## src/rtl/fp_pkg.sv

```systemverilog
// Shared operand-class enum, flag bit positions and FP16 default widths
// for the pipelined floating-point adder.
package fp_pkg;
   typedef enum logic [2:0] {FP_ZERO, FP_SUBN, FP_NORM, FP_INF, FP_QNAN, FP_SNAN} fp_class_e;

   localparam int FLAG_INVALID   = 3;
   localparam int FLAG_OVERFLOW  = 2;
   localparam int FLAG_UNDERFLOW = 1;
   localparam int FLAG_INEXACT   = 0;

   localparam int FP16_EXP_W = 5;
   localparam int FP16_MAN_W = 10;
endpackage

```

## src/rtl/fp_lzc.sv

```systemverilog
// Parametrised leading-zero counter; an all-zero input returns WIDTH.
module fp_lzc #(
   parameter int WIDTH = 15,
   parameter int CNT_W = $clog2(WIDTH + 1)
) (
   input  logic [WIDTH-1:0] din,
   output logic [CNT_W-1:0] cnt
);
   // Later (higher) set bits overwrite earlier ones, leaving the count of the MSB one.
   always_comb begin
      cnt = CNT_W'(WIDTH);
      for (int i = 0; i < WIDTH; i++)
         if (din[i]) cnt = CNT_W'(WIDTH - 1 - i);
   end
endmodule

```

## src/rtl/fp_add_pipe.sv

```systemverilog
// Three-stage IEEE-754-style adder (align / add / normalise+round, RNE, subnormals kept).
// Optional flags port enabled by defining FP_ADD_PIPE_FLAGS_EN.
module fp_add_pipe
   import fp_pkg::*;
#(
   parameter int EXP_W = FP16_EXP_W,
   parameter int MAN_W = FP16_MAN_W
) (
   input  logic                   clk,
   input  logic                   rst_n,
   input  logic                   in_valid,
   output logic                   in_ready,
   input  logic [EXP_W+MAN_W:0]   a,
   input  logic [EXP_W+MAN_W:0]   b,
   output logic                   out_valid,
   input  logic                   out_ready,
   output logic [EXP_W+MAN_W:0]   result
`ifdef FP_ADD_PIPE_FLAGS_EN
   ,
   output logic [3:0]             flags
`endif
);
   localparam int W  = 1 + EXP_W + MAN_W;
   localparam int SW = MAN_W + 5;        // carry, hidden, fraction, guard, round, sticky
   localparam int CW = $clog2(SW + 1);
   localparam int XW = 16;
   localparam int EW = EXP_W + 1;
   localparam int RW = EXP_W + MAN_W + 1;
   localparam logic [EXP_W-1:0] EMAX = '1;
   localparam logic [W-1:0] QNAN = {1'b0, EMAX, 1'b1, {(MAN_W-1){1'b0}}};

   logic [3:1] vld_pipe;
   logic       adv;

   assign out_valid = vld_pipe[3];
   assign adv       = ~(out_valid & ~out_ready);
   assign in_ready  = adv;

   function automatic fp_class_e classify(input logic [W-1:0] x);
      if (x[W-2:MAN_W] == EMAX) begin
         if (x[MAN_W-1:0] == '0) return FP_INF;
         else if (x[MAN_W-1]) return FP_QNAN;
         else return FP_SNAN;
      end else if (x[W-2:MAN_W] == '0) begin
         if (x[MAN_W-1:0] == '0) return FP_ZERO;
         else return FP_SUBN;
      end
      return FP_NORM;
   endfunction

   // ---------------- S1: unpack, order by magnitude, align smaller operand
   fp_class_e ca, cb;
   logic a_nan, b_nan, inf_cancel, spc;
   logic [W-1:0] big, sml, spc_res;
   logic [EXP_W-1:0] eb, es, ediff;
   logic [MAN_W:0] mb, ms;
   logic [XW-1:0] dsh;
   logic [2*(MAN_W+3)-1:0] wide;
   logic [MAN_W+3:0] ms_al;

   always_comb begin
      ca = classify(a);
      cb = classify(b);
      a_nan = (ca == FP_QNAN) || (ca == FP_SNAN);
      b_nan = (cb == FP_QNAN) || (cb == FP_SNAN);
      inf_cancel = (ca == FP_INF) && (cb == FP_INF) && (a[W-1] != b[W-1]);
      if (a[W-2:0] >= b[W-2:0]) begin
         big = a; sml = b;
      end else begin
         big = b; sml = a;
      end
      eb = (big[W-2:MAN_W] == '0) ? EXP_W'(1) : big[W-2:MAN_W];
      es = (sml[W-2:MAN_W] == '0) ? EXP_W'(1) : sml[W-2:MAN_W];
      mb = {big[W-2:MAN_W] != '0, big[MAN_W-1:0]};
      ms = {sml[W-2:MAN_W] != '0, sml[MAN_W-1:0]};
      ediff = eb - es;
      // Clamping at MAN_W+3 pushes the whole operand into the sticky half.
      dsh = (XW'(ediff) > XW'(MAN_W + 3)) ? XW'(MAN_W + 3) : XW'(ediff);
      wide = {ms, 2'b00, {(MAN_W+3){1'b0}}} >> dsh;
      ms_al = {wide[2*(MAN_W+3)-1 -: MAN_W+3], |wide[MAN_W+2:0]};
      spc = a_nan | b_nan | (ca == FP_INF) | (cb == FP_INF);
      if (a_nan | b_nan | inf_cancel) spc_res = QNAN;
      else if (ca == FP_INF)          spc_res = a;
      else                            spc_res = b;
   end

   logic             s1_sign, s1_sub, s1_spc;
   logic [EXP_W-1:0] s1_exp;
   logic [MAN_W:0]   s1_ml;
   logic [MAN_W+3:0] s1_ms;
   logic [W-1:0]     s1_spc_res;
`ifdef FP_ADD_PIPE_FLAGS_EN
   logic s1_inv, s2_inv;
`endif

   always_ff @(posedge clk) begin
      if (adv) begin
         s1_sign    <= big[W-1];
         s1_sub     <= big[W-1] ^ sml[W-1];
         s1_exp     <= eb;
         s1_ml      <= mb;
         s1_ms      <= ms_al;
         s1_spc     <= spc;
         s1_spc_res <= spc_res;
`ifdef FP_ADD_PIPE_FLAGS_EN
         s1_inv     <= inf_cancel | (ca == FP_SNAN) | (cb == FP_SNAN);
`endif
      end
   end

   // ---------------- S2: magnitude add/subtract (big >= small, so never negative)
   logic [SW-1:0]    s2_sum;
   logic             s2_sign, s2_sub, s2_spc;
   logic [EXP_W-1:0] s2_exp;
   logic [W-1:0]     s2_spc_res;

   always_ff @(posedge clk) begin
      if (adv) begin
         s2_sum     <= s1_sub ? ({1'b0, s1_ml, 3'b000} - {1'b0, s1_ms})
                              : ({1'b0, s1_ml, 3'b000} + {1'b0, s1_ms});
         s2_sign    <= s1_sign;
         s2_sub     <= s1_sub;
         s2_exp     <= s1_exp;
         s2_spc     <= s1_spc;
         s2_spc_res <= s1_spc_res;
`ifdef FP_ADD_PIPE_FLAGS_EN
         s2_inv     <= s1_inv;
`endif
      end
   end

   // ---------------- S3: normalise, round to nearest even, pack
   logic [CW-1:0] lz;
   logic [XW-1:0] lz_x, e_x, sh;
   logic [SW-1:0] norm;
   logic [EW-1:0] er, expf;
   logic [RW-1:0] rounded;
   logic          hid, grd, stk, rnd_up, ovf, sgn;
   logic [W-1:0]  res;

   fp_lzc #(.WIDTH(SW), .CNT_W(CW)) u_lzc (.din(s2_sum), .cnt(lz));

   always_comb begin
      lz_x = XW'(lz);
      e_x  = XW'(s2_exp);
      // Shift no further than the exponent allows; the remainder stays subnormal.
      sh   = (lz_x <= e_x) ? lz_x : e_x;
      norm = s2_sum << sh;
      er   = EW'(e_x + XW'(1) - sh);
      hid  = norm[SW-1];
      grd  = norm[3];
      stk  = |norm[2:0];
      rnd_up  = grd & (stk | norm[4]);
      expf    = hid ? er : '0;
      rounded = {expf, norm[SW-2:4]} + RW'(rnd_up);
      ovf     = rounded[RW-1:MAN_W] >= {1'b0, EMAX};
      sgn     = (s2_sum == '0) ? (s2_sign & ~s2_sub) : s2_sign;
      if (s2_spc)   res = s2_spc_res;
      else if (ovf) res = {sgn, EMAX, {MAN_W{1'b0}}};
      else          res = {sgn, rounded[RW-2:0]};
   end

`ifdef FP_ADD_PIPE_FLAGS_EN
   logic [3:0] flg;
   always_comb begin
      flg = '0;
      flg[FLAG_INVALID]   = s2_inv;
      flg[FLAG_OVERFLOW]  = ~s2_spc & ovf;
      flg[FLAG_UNDERFLOW] = ~s2_spc & ~hid & (grd | stk);
      flg[FLAG_INEXACT]   = ~s2_spc & (grd | stk | ovf);
   end
`endif

   always_ff @(posedge clk or negedge rst_n) begin
      if (!rst_n) begin
         vld_pipe <= '0;
         result   <= '0;
`ifdef FP_ADD_PIPE_FLAGS_EN
         flags    <= '0;
`endif
      end else if (adv) begin
         vld_pipe <= {vld_pipe[2:1], in_valid};
         result   <= res;
`ifdef FP_ADD_PIPE_FLAGS_EN
         flags    <= flg;
`endif
      end
   end
endmodule
```

## config.mk

```make
export PLATFORM = sky130hd
export DESIGN_NAME = fp_add_pipe
export DESIGN_NICKNAME = d
export VERILOG_FILES = /design/src/rtl/fp_pkg.sv /design/src/rtl/fp_lzc.sv /design/src/rtl/fp_add_pipe.sv
export SDC_FILE = /design/constraint.sdc
export NUM_CORES = 1
export LEC_CHECK = 0
export ABC_AREA = 1
export BUFFER_PORTS_ARGS = -buffer_cell sky130_fd_sc_hd__buf_2
export CORE_MARGIN = 10
export CORE_UTILIZATION = 65
export CTS_CLUSTER_DIAMETER = 50
export DETAILED_ROUTE_END_ITERATION = 8
export GPL_TIMING_DRIVEN = 0
export PLACE_DENSITY = 0.88
export SLEW_MARGIN = 20
export SYNTH_ARGS = -nofsm -noshare
export SYNTH_HDL_FRONTEND = slang
export SYNTH_SLANG_ARGS = --single-unit
export TNS_END_PERCENT = 100
```

## constraint.sdc

```tcl
create_clock -name clk -period 13.8 [get_ports clk]
set_input_delay 1.38 -clock clk [delete_from_list [all_inputs] [get_ports clk]]
set_output_delay 1.38 -clock clk [all_outputs]
set_load 0.01 [all_outputs]
```

==> qor_table.md, run 1 <==
| Step | Parameter | Reported |
|:---|:---|:---|
| status | Run status | complete, but fails checks |
| status | Violations in the final reports | DRC |
| final layout | Fraction of layout instances using a drive strength above 1 | 12.7% |
| drt | Vias per cell | 5.90 |
| critical path | Required arrival time at the worst endpoint | 13.90 ns |
| clocking | Hold buffer count at cts | 0 |
| placement | Pre-CTS worst setup slack | 6.40 ns |
| synthesis | Dominant combinational cell family by area after synthesis | simple AND/OR/NAND/NOR gates |
| grt | Overall global routing resource usage | 23.5% |
| sta | Final Worst Setup Slack | 6.68 ns |
| grt | Via count of the first global-routing pass | 6934 |
| critical path | CP startpoint kind | primary input |
| sta | Unrepaired setup endpoints after global routing | false |
| drt | Post-detailed-routing wire length | 20100 um |
| sta | Setup clock skew after layout | 0.0133 ns |
| synthesis | Number of flops mapped to enable cells by yosys | 88 |
| die | Core footprint | 12000 sq um |
| sta | Time the worst path needs with I/O delays and setup | 7.12 ns |
| sta | Final cycle utilization of the critical path | 51.6% |
| die | Die area | 17100 sq um |
| synthesis | Synth Area in Simple Gates | 28.0% |
| placement | Buffers added on ports | 53 |
| grt | Wire length of the first global-routing pass | 32400 um |
| sta | Number of hold violations in the final report | 0 |
| critical path | Setup crit end kind | flip-flop |
| drt | Iteration count of the initial detailed-routing pass | 9 |
| drt | Number of vias in the routed layout | 7284 |
| synthesis | Dominant synthesized flop cell | sky130_fd_sc_hd__edfxtp_1 |
| critical path | Worst-path cell with the longest stage delay | sky130_fd_sc_hd__or4_1 |
| die | Starting density of the core | 66.4% |
| synthesis | Asr flop ratio synth | 17.8% |
| sta | Max Clk Rate | 140 MHz |
| die | Width of the die | 131 um |
| synthesis | Area fraction in compound gates after synthesis | 11.1% |
| synthesis | Netlist area before placement | 7970 sq um |
| sta | Final setup viols | 0 |
| grt | Maximum number of pins on one net before global-route repair | 59 |
| synthesis | Share of cell area taken by muxes after synthesis | 1.00% |
| pwr | Switching Share | 50.3% |
| placement | Final weighted congestion in routability-driven placement | 0.948 |
| synthesis | Share of synthesized cell area in full adder, half adder and majority cells | 9.23% |
| die | Vertical extent of the die | 131 um |
| pwr | Clk network pwr share | 11.2% |
| synthesis | Number of storage elements in the synthesis netlist | 107 |
| clocking | TritonCTS sink count | 107 |
| clocking | Clock latency at the later pin of the worst-skew pair | 0.35 ns |
| synthesis | Total number of yosys warnings | 0 |
| pwr | VDD IR max | 0.000113 V |
| clocking | Cts bufs inserted | 9 |
| die | Standard-cell row count | 40 |
| placement | Hpwl dp | 14900 um |
| final layout | Antenna cell count | 0 |
| pwr | Register share of total power | 25.5% |
| clocking | CTS tree | built |
| critical path | Worst Setup Path Type | in2reg |
| sta | Final Slew Violations | 0 |
| grt | GR Overflow Total | 0 |
| final layout | Count of filler cells inserted in the layout | 917 |
| die | Top-level I/O count | 54 |
| sta | Setup_tns | 0 ns |
| synthesis | Post-synthesis cell type count | 48 |
| synthesis | Parity-gate share of the synthesized area counting xor and xnor cells | 2.75% |
| critical path | Max Fanout on Critical Path | 10 |
| drt | Routed WL per cell | 16.3 um |
| synthesis | Net Count, Synth | 1111 |
| clocking | Root buffer cell | sky130_fd_sc_hd__clkbuf_16 |
| synthesis | Mean cell area of the mapped netlist | 7.83 sq um |
| clocking | Count of H-tree levels built during CTS | 3 |
| critical path | CP max stage delay | 0.51 ns |
| pwr | P_leak | 0.00417 uW |
| synthesis | Post-synthesis instance total | 1018 |
| min path | Hold WC Path Type | reg2reg |
| synthesis | Post-synthesis sequential area ratio | 39.1% |
| clocking | Number of resized instances in the post-cts repair step | 0 |
| final layout | Total number of nets in the final design | 1176 |
| job | Number of maximum-capacitance constraint violations | 0 |
| sta | Worst-case headroom to the max-slew limit | 54.3% |
| clocking | Number of buffers inserted to repair setup after CTS | 0 |
| critical path | Crit path top cell by count | sky130_fd_sc_hd__nand2_1 |
| clocking | Clock-pin slew of the registers on the worst-case setup and hold paths | 0.07 ns |
| drt | DRC | 1 |
| pwr | Internal power component | 1090 uW |
| drt | Iteration-0 DRC count of the detailed router | 923 |
| pwr | NetSw | 1100 uW |
| sta | Tightest Pin Transition | 0.680 ns |
| pwr | Share of total power in combinational logic | 63.3% |
| drt | Residual antenna-violating net count after detailed routing | 0 |
| final layout | Layout Area Growth over Synthesis | 9.70% |
| clocking | Maximum number of buffers from clock root to sink | 2 |
| critical path | Data arrival time at the worst-slack endpoint | 7.22 ns |
| grt | Initial antenna violation count | 0 |
| pwr | Power per cell area | 251 nW/um^2 |
logic make-up (layout without fill, tap and decap cells):
logic type | Yosys count | in the layout
and+or+nand+nor | 479 | 479
buffers and inverters | 178 | 248
AOI/OAI and AO/OA | 164 | 164
DFF | 107 | 107
adders and majority gates | 57 | 57
xor gates and xnor gates | 25 | 25
muxes | 8 | 8
area by class of cell:
class                   instances  area (sq um)  share of cell area (%)
multi-input cells             733          4150                    47.5
flip-flops and latches        107          3120                    35.7
inverters                     148           556                    6.35
repair buffers                 54           293                    3.35
clock buffers                   9           225                    2.58
well taps                     147           184                    2.10
plain buffers                  30           148                    1.69
clock inverters                 7          68.8                   0.787
cells in the mapped netlist, types with 8 or more instances:
| cell | n | area, sq um |
|---|---|---|
| sky130_fd_sc_hd__inv_1 | 134 | 503 |
| sky130_fd_sc_hd__nand3_2 | 15 | 150 |
| sky130_fd_sc_hd__a21oi_1 | 44 | 220 |
| sky130_fd_sc_hd__or2_2 | 8 | 50.1 |
| sky130_fd_sc_hd__nor2_1 | 53 | 199 |
| sky130_fd_sc_hd__inv_2 | 11 | 41.3 |
| sky130_fd_sc_hd__edfxtp_1 | 88 | 2640 |
| sky130_fd_sc_hd__nand2_1 | 228 | 856 |
| sky130_fd_sc_hd__clkbuf_1 | 18 | 67.6 |
| sky130_fd_sc_hd__mux2i_1 | 8 | 80.1 |
| sky130_fd_sc_hd__nand4_1 | 11 | 68.8 |
| sky130_fd_sc_hd__o21ai_1 | 9 | 45.0 |
| sky130_fd_sc_hd__xor2_1 | 19 | 166 |
| sky130_fd_sc_hd__buf_2 | 8 | 40.0 |
| sky130_fd_sc_hd__o21ai_0 | 88 | 440 |
| sky130_fd_sc_hd__nor3_1 | 11 | 55.1 |
| sky130_fd_sc_hd__dfrtp_1 | 19 | 475 |
| sky130_fd_sc_hd__nand3_1 | 118 | 591 |
| sky130_fd_sc_hd__ha_1 | 54 | 676 |
| sky130_fd_sc_hd__nand2_2 | 8 | 50.1 |
per-stage QoR:
stage | utilization (%) | total power (uW) | cell area, sq um | hold slack (ns) | cells
6_report | 72.8 | 2200 | 8740 | 0.422 | 1235
5_1_grt | 72.8 | 2390 | 8740 | 0.429 | 1235
4_1_cts | 72.8 | 2180 | 8740 | 0.423 | 1235
3_5_place_dp | 70.4 | 1900 | 8450 | 0.405 | 1219
3_3_place_gp | 70.1 | 1860 | 8420 | 0.402 | 1218
2_1_floorplan | - | 1580 | 7970 | 0.400 | 1018
power groups by stage:
stage                     Clock (uW)  Sequential (uW)  Combinational, uW
after floorplan                    0              555               1020
after global placement             0              556               1310
after detailed placement           0              560               1340
after CTS                        248              558               1370
after global routing             262              570               1550
final                            246              560               1390
placed cells by master, fill, tap and decap left out, types with 18 or more instances in the layout:
cell and instances:
sky130_fd_sc_hd__inv_1 134, sky130_fd_sc_hd__buf_2 60, sky130_fd_sc_hd__nand2_1 228, sky130_fd_sc_hd__ha_1 54
sky130_fd_sc_hd__edfxtp_1 88, sky130_fd_sc_hd__clkbuf_1 18, sky130_fd_sc_hd__xor2_1 19, sky130_fd_sc_hd__o21ai_0 88
sky130_fd_sc_hd__a21oi_1 44, sky130_fd_sc_hd__nor2_1 53, sky130_fd_sc_hd__dfrtp_1 19, sky130_fd_sc_hd__nand3_1 118
final timing paths:
kind	startpoint	to	slack (ns)	cells after the start
max	b[14]	s1_ms[0]	6.68	32
min	s1_spc_res[2]	s2_spc_res[2]	0.42	0
max reg2reg	s2_sum[0]	result[8]	8.23	40
min reg2reg	s1_spc_res[2]	s2_spc_res[2]	0.42	0
max in group asynchronous	rst_n	result[11]	12.54	1
min in group asynchronous	rst_n	result[5]	0.96	1
critical path, delay by kind of cell:
kind | cells | cell delay (ns)
simple gates | 16 | 2.76
buf+inv | 8 | 1.09
fa+ha+maj | 3 | 0.99
compound gates | 4 | 0.80
xor+xnor | 1 | 0.19
routing by layer:
layer | share of wire (%) | global-route usage, % | up-vias
li1 | - | - | 3550
met2 | 50 | 41.9 | 338
met5 | 0 | 0 | -
met3 | 6.3 | 3.30 | 66
met4 | 3.5 | 10.0 | 0
met1 | 40 | 27.7 | 3330
sequential cells by signal, summed over array words and instances, names as in the netlist:
signal and flops:
s1_sub 1, s2_spc_res 16, s1_ml 11, s2_sign 1, s2_sub 1, s1_ms 14
s2_sum 15, result 16, s1_sign 1, s1_exp 5, s1_spc 1, s2_spc 1
s2_exp 5, s1_spc_res 16, vld_pipe 3
No activity file was read; power rests on OpenSTA's default activity.
==> run 2, diff against run 1 <==
- ABC_AREA: 1 -> 0
- CORE_UTILIZATION: 65 -> 62
- PLACE_DENSITY: 0.88 -> 0.84
- clock period: 13.8 -> 7.2 ns (I/O delays scaled with it)
==> run 2 against run 1 <==
Effect of this change:
- the run still ends with DRC left
- clock-buffer cell count is the same
- clock skew shrank 0.00087 ns
- hold slack lost 0.13 ns
- first-iteration DRC count shrank 32%
- worst setup slack lost 6.6 ns
- core utilization shrank 2.1 points
- critical endpoint unchanged
- largest cell class unchanged
==> qor_table.md, run 2 <==
| Step | Parameter | Reported | Delta |
|:---|:---|:---|:---|
| status | Run status | complete, but fails checks | unchanged |
| status | Violations in the final reports | DRC | unchanged |
| synthesis | Top-count cell post-synth | sky130_fd_sc_hd__edfxtp_1 | was sky130_fd_sc_hd__nand2_1 |
| sta | Time the worst path needs with I/O delays and setup | 7.10 ns |  |
| clocking | Clock-pin slew of the registers on the worst-case setup and hold paths | 0.09 ns | was 0.07 ns |
| clocking | Root buffer cell | sky130_fd_sc_hd__clkbuf_16 | unchanged |
| die | Core footprint | 12700 sq um | was 12000 sq um |
| critical path | Worst Setup Path Type | in2reg | unchanged |
| clocking | Hold buffer count at cts | 0 | unchanged |
| critical path | Max Fanout on Critical Path | 10 | unchanged |
| pwr | Clk network pwr share | 12.8% | was 11.2% |
| drt | Vias per cell | 6.33 | was 5.90 |
| grt | Wire length of the first global-routing pass | 32400 um | about the same |
| drt | Routed WL per cell | 18.5 um | was 16.3 um |
| die | Die area | 17900 sq um | was 17100 sq um |
| pwr | P_leak | 0.00392 uW | was 0.00417 uW |
| placement | Pre-CTS worst setup slack | -1.33 ns | was 6.40 ns |
| critical path | Data arrival time at the worst-slack endpoint | 7.17 ns | was 7.22 ns |
| sta | Worst-case headroom to the max-slew limit | 46.2% | was 54.3% |
| grt | Maximum number of pins on one net before global-route repair | 55 | was 59 |
| pwr | Switching Share | 45.7% | was 50.3% |
| synthesis | Ranking of synthesized cells by area | sky130_fd_sc_hd__edfxtp_1, sky130_fd_sc_hd__ha_1, sky130_fd_sc_hd__mux2i_1 | was sky130_fd_sc_hd__edfxtp_1, sky130_fd_sc_hd__nand2_1, sky130_fd_sc_hd__ha_1 |
| synthesis | Post-synthesis instance total | 827 | was 1018 |
| drt | Iteration-0 DRC count of the detailed router | 631 | was 923 |
| sta | Number of hold violations in the final report | 0 | unchanged |
| synthesis | Number of flops mapped to enable cells by yosys | 88 | unchanged |
| pwr | Register share of total power | 26.2% | was 25.5% |
| synthesis | Share of Yosys cell area claimed by the top area cell type | 32.8% | was 33.2% |
| pwr | NetSw | 1870 uW | was 1100 uW |
| die | Starting density of the core | 63.6% | was 66.4% |
| pwr | Internal power component | 2220 uW | was 1090 uW |
| sta | Final Worst Setup Slack | 0.100 ns | was 6.68 ns |
| drt | Number of vias in the routed layout | 6789 | was 7284 |
| pwr | Overall power | 4090 uW | was 2200 uW |
| grt | Initial antenna violation count | 0 | unchanged |
| critical path | Crit path top cell by count | sky130_fd_sc_hd__a21o_1 | was sky130_fd_sc_hd__nand2_1 |
| drt | Iteration count of the initial detailed-routing pass | 7 | was 9 |
| critical path | CP startpoint kind | primary input | unchanged |
| final layout | Layout Area Growth over Synthesis | 11.2% | was 9.70% |
| grt | Overall global routing resource usage | 21.8% | was 23.5% |
| job | Number of maximum-capacitance constraint violations | 0 | unchanged |
| final layout | Fraction of layout instances using a drive strength above 1 | 15.1% | was 12.7% |
| grt | GR Overflow Total | 0 | unchanged |
| synthesis | Total number of yosys warnings | 0 | unchanged |
| final layout | Total number of nets in the final design | 988 | was 1176 |
| critical path | Setup crit end kind | flip-flop | unchanged |
| die | Vertical extent of the die | 134 um | was 131 um |
| sta | Final Slew Violations | 0 | unchanged |
| pwr | Share of total power in combinational logic | 61.0% | was 63.3% |
| die | Top-level I/O count | 54 | unchanged |
| final layout | Top flop regs | result: 16 flops, s1_spc_res: 16 flops, s2_spc_res: 16 flops | unchanged |
| placement | Buffers added on ports | 53 | unchanged |
| sta | Unrepaired setup endpoints after global routing | true | was false |
| synthesis | Dominant synthesized flop cell | sky130_fd_sc_hd__edfxtp_1 | unchanged |
| synthesis | Cell type with the highest aggregate area in the netlist | sky130_fd_sc_hd__edfxtp_1 | unchanged |
| synthesis | Post-synthesis sequential area ratio | 38.7% | was 39.1% |
| synthesis | Netlist area before placement | 8050 sq um | was 7970 sq um |
| drt | Post-detailed-routing wire length | 19800 um | was 20100 um |
| clocking | Count of H-tree levels built during CTS | 3 | unchanged |
| placement | Hpwl dp | 14800 um | was 14900 um |
| critical path | CP max stage delay | 0.41 ns | was 0.51 ns |
| die | Standard-cell row count | 41 | was 40 |
| final layout | Commonest cells after routing, fill and taps aside | sky130_fd_sc_hd__edfxtp_1, sky130_fd_sc_hd__inv_1, sky130_fd_sc_hd__a21oi_1, sky130_fd_sc_hd__nor2_1, sky130_fd_sc_hd__buf_2 | was sky130_fd_sc_hd__nand2_1, sky130_fd_sc_hd__inv_1, sky130_fd_sc_hd__nand3_1, sky130_fd_sc_hd__o21ai_0, sky130_fd_sc_hd__edfxtp_1 |
| clocking | Maximum number of buffers from clock root to sink | 2 | unchanged |
| critical path | Worst-path cell with the longest stage delay | sky130_fd_sc_hd__mux2_2 | was sky130_fd_sc_hd__or4_1 |
| final layout | Util after Layout | 70.7% | was 72.8% |
| sta | Tightest Pin Transition | 0.801 ns | was 0.680 ns |
| min path | Hold WC Path Type | in2async | was reg2reg |
| placement | Final weighted congestion in routability-driven placement | 0.953 | was 0.948 |
| pwr | Power per cell area | 457 nW/um^2 | was 251 nW/um^2 |
| grt | Via count of the first global-routing pass | 6680 | was 6934 |
| pwr | VDD IR max | 0.000190 V | was 0.000113 V |
| clocking | Clock latency at the later pin of the worst-skew pair | 0.36 ns | was 0.35 ns |
| clocking | Cts bufs inserted | 9 | unchanged |
| synthesis | Post-synthesis cell type count | 76 | was 48 |
| synthesis | Net Count, Synth | 920 | was 1111 |
| sta | Final cycle utilization of the critical path | 98.6% |  |
| synthesis | Asr flop ratio synth | 17.8% | unchanged |
| drt | Residual antenna-violating net count after detailed routing | 0 | unchanged |
| sta | Max Clk Rate | 141 MHz |  |
| sta | Final setup viols | 0 | unchanged |
| clocking | TritonCTS sink count | 107 | unchanged |
| synthesis | Number of storage elements in the synthesis netlist | 107 | unchanged |
| drt | DRC | 2 | was 1 |
| final layout | Most common library cell in the layout ignoring fill and taps | sky130_fd_sc_hd__edfxtp_1 | was sky130_fd_sc_hd__nand2_1 |
| sta | Setup clock skew after layout | 0.0124 ns | was 0.0133 ns |
| final layout | Antenna cell count | 0 | unchanged |
| critical path | Required arrival time at the worst endpoint | 7.27 ns | was 13.90 ns |
| die | Width of the die | 134 um | was 131 um |
| clocking | CTS tree | built | unchanged |
| synthesis | Synth cell count leaders | sky130_fd_sc_hd__edfxtp_1, sky130_fd_sc_hd__inv_1, sky130_fd_sc_hd__a21oi_1, sky130_fd_sc_hd__nor2_1, sky130_fd_sc_hd__ha_1 | was sky130_fd_sc_hd__nand2_1, sky130_fd_sc_hd__inv_1, sky130_fd_sc_hd__nand3_1, sky130_fd_sc_hd__edfxtp_1, sky130_fd_sc_hd__o21ai_0 |
| synthesis | Mean cell area of the mapped netlist | 9.74 sq um | was 7.83 sq um |
## run 2: through the flow
stage	hold WS (ns)	cell area [sq um]	cells	setup TNS (ns)
after CTS	0.296	8940	1072	0
after global routing	0.310	8960	1072	-0.271
after global placement	0.401	8540	1052	-8.71
final	0.290	8960	1072	0
after detailed placement	0.406	8570	1053	-10.04
after floorplan	0.400	8060	827	0
## run 2: layout make-up
cell class	count	area (sq um)
plain buffers	32	161
clock buffers	9	225
flip-flops and latches	107	3120
repair buffers	57	315
inverters	74	278
well taps	172	215
clock inverters	7	103
fillers	916	3710
multi-input cells	614	4540
## run 2: worst paths after layout
check | start | end | slack (ns) | depth (start not counted)
max | a[0] | s1_ms[0] | 0.10 | 29
min | rst_n | vld_pipe[3] | 0.29 | 1
max reg2reg | s2_sum[6] | result[2] | 0.63 | 23
min reg2reg | s1_spc_res[11] | s2_spc_res[11] | 0.42 | 0
max in group asynchronous | rst_n | result[2] | 6.59 | 1
min in group clk | s1_spc_res[11] | s2_spc_res[11] | 0.42 | 0
## run 2: power by group through the flow
| stage | clock network, uW | logic [uW] | registers (uW) |
|---|---|---|---|
| floorplan | 0 | 1850 | 1070 |
| global placement | 0 | 2370 | 1090 |
| detailed placement | 0 | 2420 | 1080 |
| CTS | 526 | 2450 | 1070 |
| global route | 547 | 2740 | 1100 |
| finish | 522 | 2500 | 1070 |
## run 2: metal layers
metal | vias up | GRT usage (%) | share of wire, %
li1 | 3217 | - | -
met1 | 3229 | 26.2 | 42
met3 | 63 | 4.00 | 6.0
met5 | - | 0 | 0
met2 | 280 | 37.0 | 48
met4 | 0 | 10.5 | 3.6
## run 2: timing repair
action	in CTS	in global routing
buffers inserted	3	0
setup endpoints to repair	13	15
pin swaps	1	0
cloned	0	0
gates resized for setup	5	10
## run 2: cells by family after synthesis
kind of cell / synth area share [%]
compound gates: 17.4
simple gates: 15.0
buf+inv: 5.24
mux: 11.6
xor+xnor: 2.94
fa+ha+maj: 9.13
flops: 38.7
## run 2: worst max-delay path, delay by kind of cell
kind | cells | cell delay (ns)
simple gates | 4 | 0.98
mux | 4 | 1.00
buf+inv | 6 | 1.09
xor+xnor | 1 | 0.29
fa+ha+maj | 3 | 0.91
compound gates | 11 | 2.17
==> run 3, diff against run 2 <==
- SETUP_SLACK_MARGIN: unset -> 0.15
==> run 3 against run 2 <==
Effect of this change:
- the flow now finishes without violations
- register-to-register slack better by 0.08 ns
- final area barely moved
- sequential cell count stayed put
- clock skew up 0.0061 ns
- critical path depth unchanged
- via count decreased by 0.60%
- sequential power about the same
- global-route usage is 0.20 points lower
- final cell count barely moved
- fmax is 5.8% higher
- critical path type unchanged
==> qor_table.md, run 3 (synthesis gave the netlist of run 2 again) <==
| Step | Parameter | Reported | Delta |
|:---|:---|:---|:---|
| critical path | Max Fanout on Critical Path | 10 | unchanged |
| sta | Time the worst path needs with I/O delays and setup | 6.71 ns | was 7.10 ns |
| clocking | TritonCTS sink count | 107 | unchanged |
| sta | Final setup viols | 0 | unchanged |
| clocking | Root buffer cell | sky130_fd_sc_hd__clkbuf_16 | unchanged |
| sta | Unrepaired setup endpoints after global routing | true | unchanged |
| final layout | Antenna cell count | 0 | unchanged |
| drt | Routed WL per cell | 18.3 um | was 18.5 um |
| final layout | Util after Layout | 70.7% | about the same |
| final layout | Fraction of layout instances using a drive strength above 1 | 15.4% | was 15.1% |
| final layout | Commonest cells after routing, fill and taps aside | sky130_fd_sc_hd__edfxtp_1, sky130_fd_sc_hd__inv_1, sky130_fd_sc_hd__a21oi_1, sky130_fd_sc_hd__nor2_1, sky130_fd_sc_hd__buf_2 | unchanged |
| sta | Final Worst Setup Slack | 0.489 ns | was 0.100 ns |
| sta | Worst-case headroom to the max-slew limit | 45.2% | was 46.2% |
| grt | Wire length of the first global-routing pass | 31900 um | was 32400 um |
| die | Starting density of the core | 63.6% | unchanged |
| sta | Tightest Pin Transition | 0.817 ns | was 0.801 ns |
| pwr | VDD IR max | 0.000184 V | was 0.000190 V |
| critical path | Data arrival time at the worst-slack endpoint | 6.78 ns | was 7.17 ns |
| die | Vertical extent of the die | 134 um | unchanged |
| die | Standard-cell row count | 41 | unchanged |
| drt | DRC | 0 | was 2 |
| grt | Via count of the first global-routing pass | 6477 | was 6680 |
| sta | Final cycle utilization of the critical path | 93.2% | was 98.6% |
| drt | Number of vias in the routed layout | 6748 | was 6789 |
| die | Width of the die | 134 um | unchanged |
| die | Core footprint | 12700 sq um | unchanged |
| placement | Hpwl dp | 14900 um | was 14800 um |
| critical path | Crit path top cell by count | sky130_fd_sc_hd__a21o_1 | unchanged |
| die | Die area | 17900 sq um | unchanged |
| pwr | P_leak | 0.00391 uW | was 0.00392 uW |
| final layout | Total number of nets in the final design | 987 | was 988 |
| clocking | Count of H-tree levels built during CTS | 3 | unchanged |
| grt | Initial antenna violation count | 0 | unchanged |
| job | Number of maximum-capacitance constraint violations | 0 | unchanged |
| placement | Placed cell area | 8570 sq um | about the same |
| pwr | Power per cell area | 453 nW/um^2 | was 457 nW/um^2 |
| grt | Overall global routing resource usage | 21.6% | was 21.8% |
| drt | Iteration count of the initial detailed-routing pass | 5 | was 7 |
| clocking | Clock-pin slew of the registers on the worst-case setup and hold paths | 0.09 ns | about the same |
| final layout | Layout Area Growth over Synthesis | 11.2% | about the same |
| final layout | Final design area excluding fillers | 8950 sq um | was 8960 sq um |
| critical path | Worst-path cell with the longest stage delay | sky130_fd_sc_hd__fa_1 | was sky130_fd_sc_hd__mux2_2 |
| drt | Residual antenna-violating net count after detailed routing | 0 | unchanged |
| grt | Maximum number of pins on one net before global-route repair | 60 | was 55 |
| final layout | Most common library cell in the layout ignoring fill and taps | sky130_fd_sc_hd__edfxtp_1 | unchanged |
| clocking | CTS tree | built | unchanged |
| final layout | Top flop regs | result: 16 flops, s1_spc_res: 16 flops, s2_spc_res: 16 flops | unchanged |
| critical path | CP startpoint kind | primary input | unchanged |
| clocking | Maximum number of buffers from clock root to sink | 2 | unchanged |
| drt | Iteration-0 DRC count of the detailed router | 564 | was 631 |
| drt | Vias per cell | 6.30 | was 6.33 |
| grt | GR Overflow Total | 0 | unchanged |
| critical path | CP max stage delay | 0.41 ns | about the same |
| clocking | Clock latency at the later pin of the worst-skew pair | 0.36 ns | about the same |
| sta | Max Clk Rate | 149 MHz | was 141 MHz |
| placement | Final weighted congestion in routability-driven placement | 0.933 | was 0.953 |
| die | Top-level I/O count | 54 | unchanged |
| sta | Setup clock skew after layout | 0.0185 ns | was 0.0124 ns |
| sta | Final Slew Violations | 0 | unchanged |
| critical path | Worst Setup Path Type | in2reg | unchanged |
| status | Run status | finished, final reports clean | was complete, but fails checks |
| placement | Pre-CTS worst setup slack | -1.01 ns | was -1.33 ns |
| placement | Buffers added on ports | 53 | unchanged |
| drt | Post-detailed-routing wire length | 19600 um | was 19800 um |
| min path | Hold WC Path Type | in2async | unchanged |
| sta | Number of hold violations in the final report | 0 | unchanged |
| critical path | Required arrival time at the worst endpoint | 7.27 ns | about the same |
| critical path | Setup crit end kind | flip-flop | unchanged |
| clocking | Cts bufs inserted | 9 | unchanged |
run 3: path summary, 6_finish.rpt:
| path | start | end | slack (ns) | depth (start not counted) |
|---|---|---|---|---|
| worst min register to register | s1_spc_res[4] | s2_spc_res[4] | 0.42 | 0 |
| worst max-delay path | a[0] | s1_ms[0] | 0.49 | 29 |
| worst max register to register | s2_sum[6] | result[0] | 0.71 | 23 |
| min in group clk | s1_spc_res[4] | s2_spc_res[4] | 0.42 | 0 |
| worst min-delay path | rst_n | vld_pipe[3] | 0.29 | 1 |
| max in group asynchronous | rst_n | vld_pipe[2] | 6.60 | 1 |
run 3: repair_timing:
action / CTS / global route
hold buffers: 0 / 0
setup buffers: 2 / 0
gates resized for setup: 4 / 15
pin swaps: 1 / 0
endpoints found under the setup margin: 12 / 18
run 3: worst max-delay path, delay by kind of cell:
| kind | cells | cell delay, ns |
|---|---|---|
| buffers and inverters | 6 | 1.10 |
| AOI/OAI and AO/OA | 11 | 2.07 |
| muxes | 4 | 0.93 |
| adders and majority gates | 3 | 0.89 |
| xor gates and xnor gates | 1 | 0.21 |
| and+or+nand+nor | 4 | 0.83 |
run 3: power by group:
group          switching [uW]  internal (uW)  total, uW
Combinational            1460           1020       2480
Clock                     245            250        495
Sequential                135            940       1080
run 3: area by class of cell:
type / count / area (sq um)
Buffer: 32 / 163
Clock buffer: 9 / 225
Clock inverter: 7 / 90.1
Fill cell: 963 / 3720
Inverter: 74 / 278
Multi-Input combinational cell: 614 / 4570
Sequential cell: 107 / 3120
Tap cell: 172 / 215
Timing Repair Buffer: 56 / 300
run 3: per-layer routing:
layer / vias to the layer above / GRT usage (%) / share of wire [%]
li1: 3194 / - / -
met1: 3207 / 26.8 / 42
met2: 287 / 36.0 / 48
met3: 60 / 3.96 / 6.6
met4: 0 / 9.85 / 3.4
met5: - / 0 / 0
run 3: through the flow:
step / TNS, ns / std cells / total power (uW) / hold slack [ns]
CTS: 0 / 1071 / 4020 / 0.286
floorplan: 0 / 827 / 2920 / 0.400
global placement: -5.67 / 1052 / 3460 / 0.401
global route: 0 / 1071 / 4360 / 0.298
finish: 0 / 1071 / 4050 / 0.286
detailed placement: -6.61 / 1053 / 3490 / 0.405
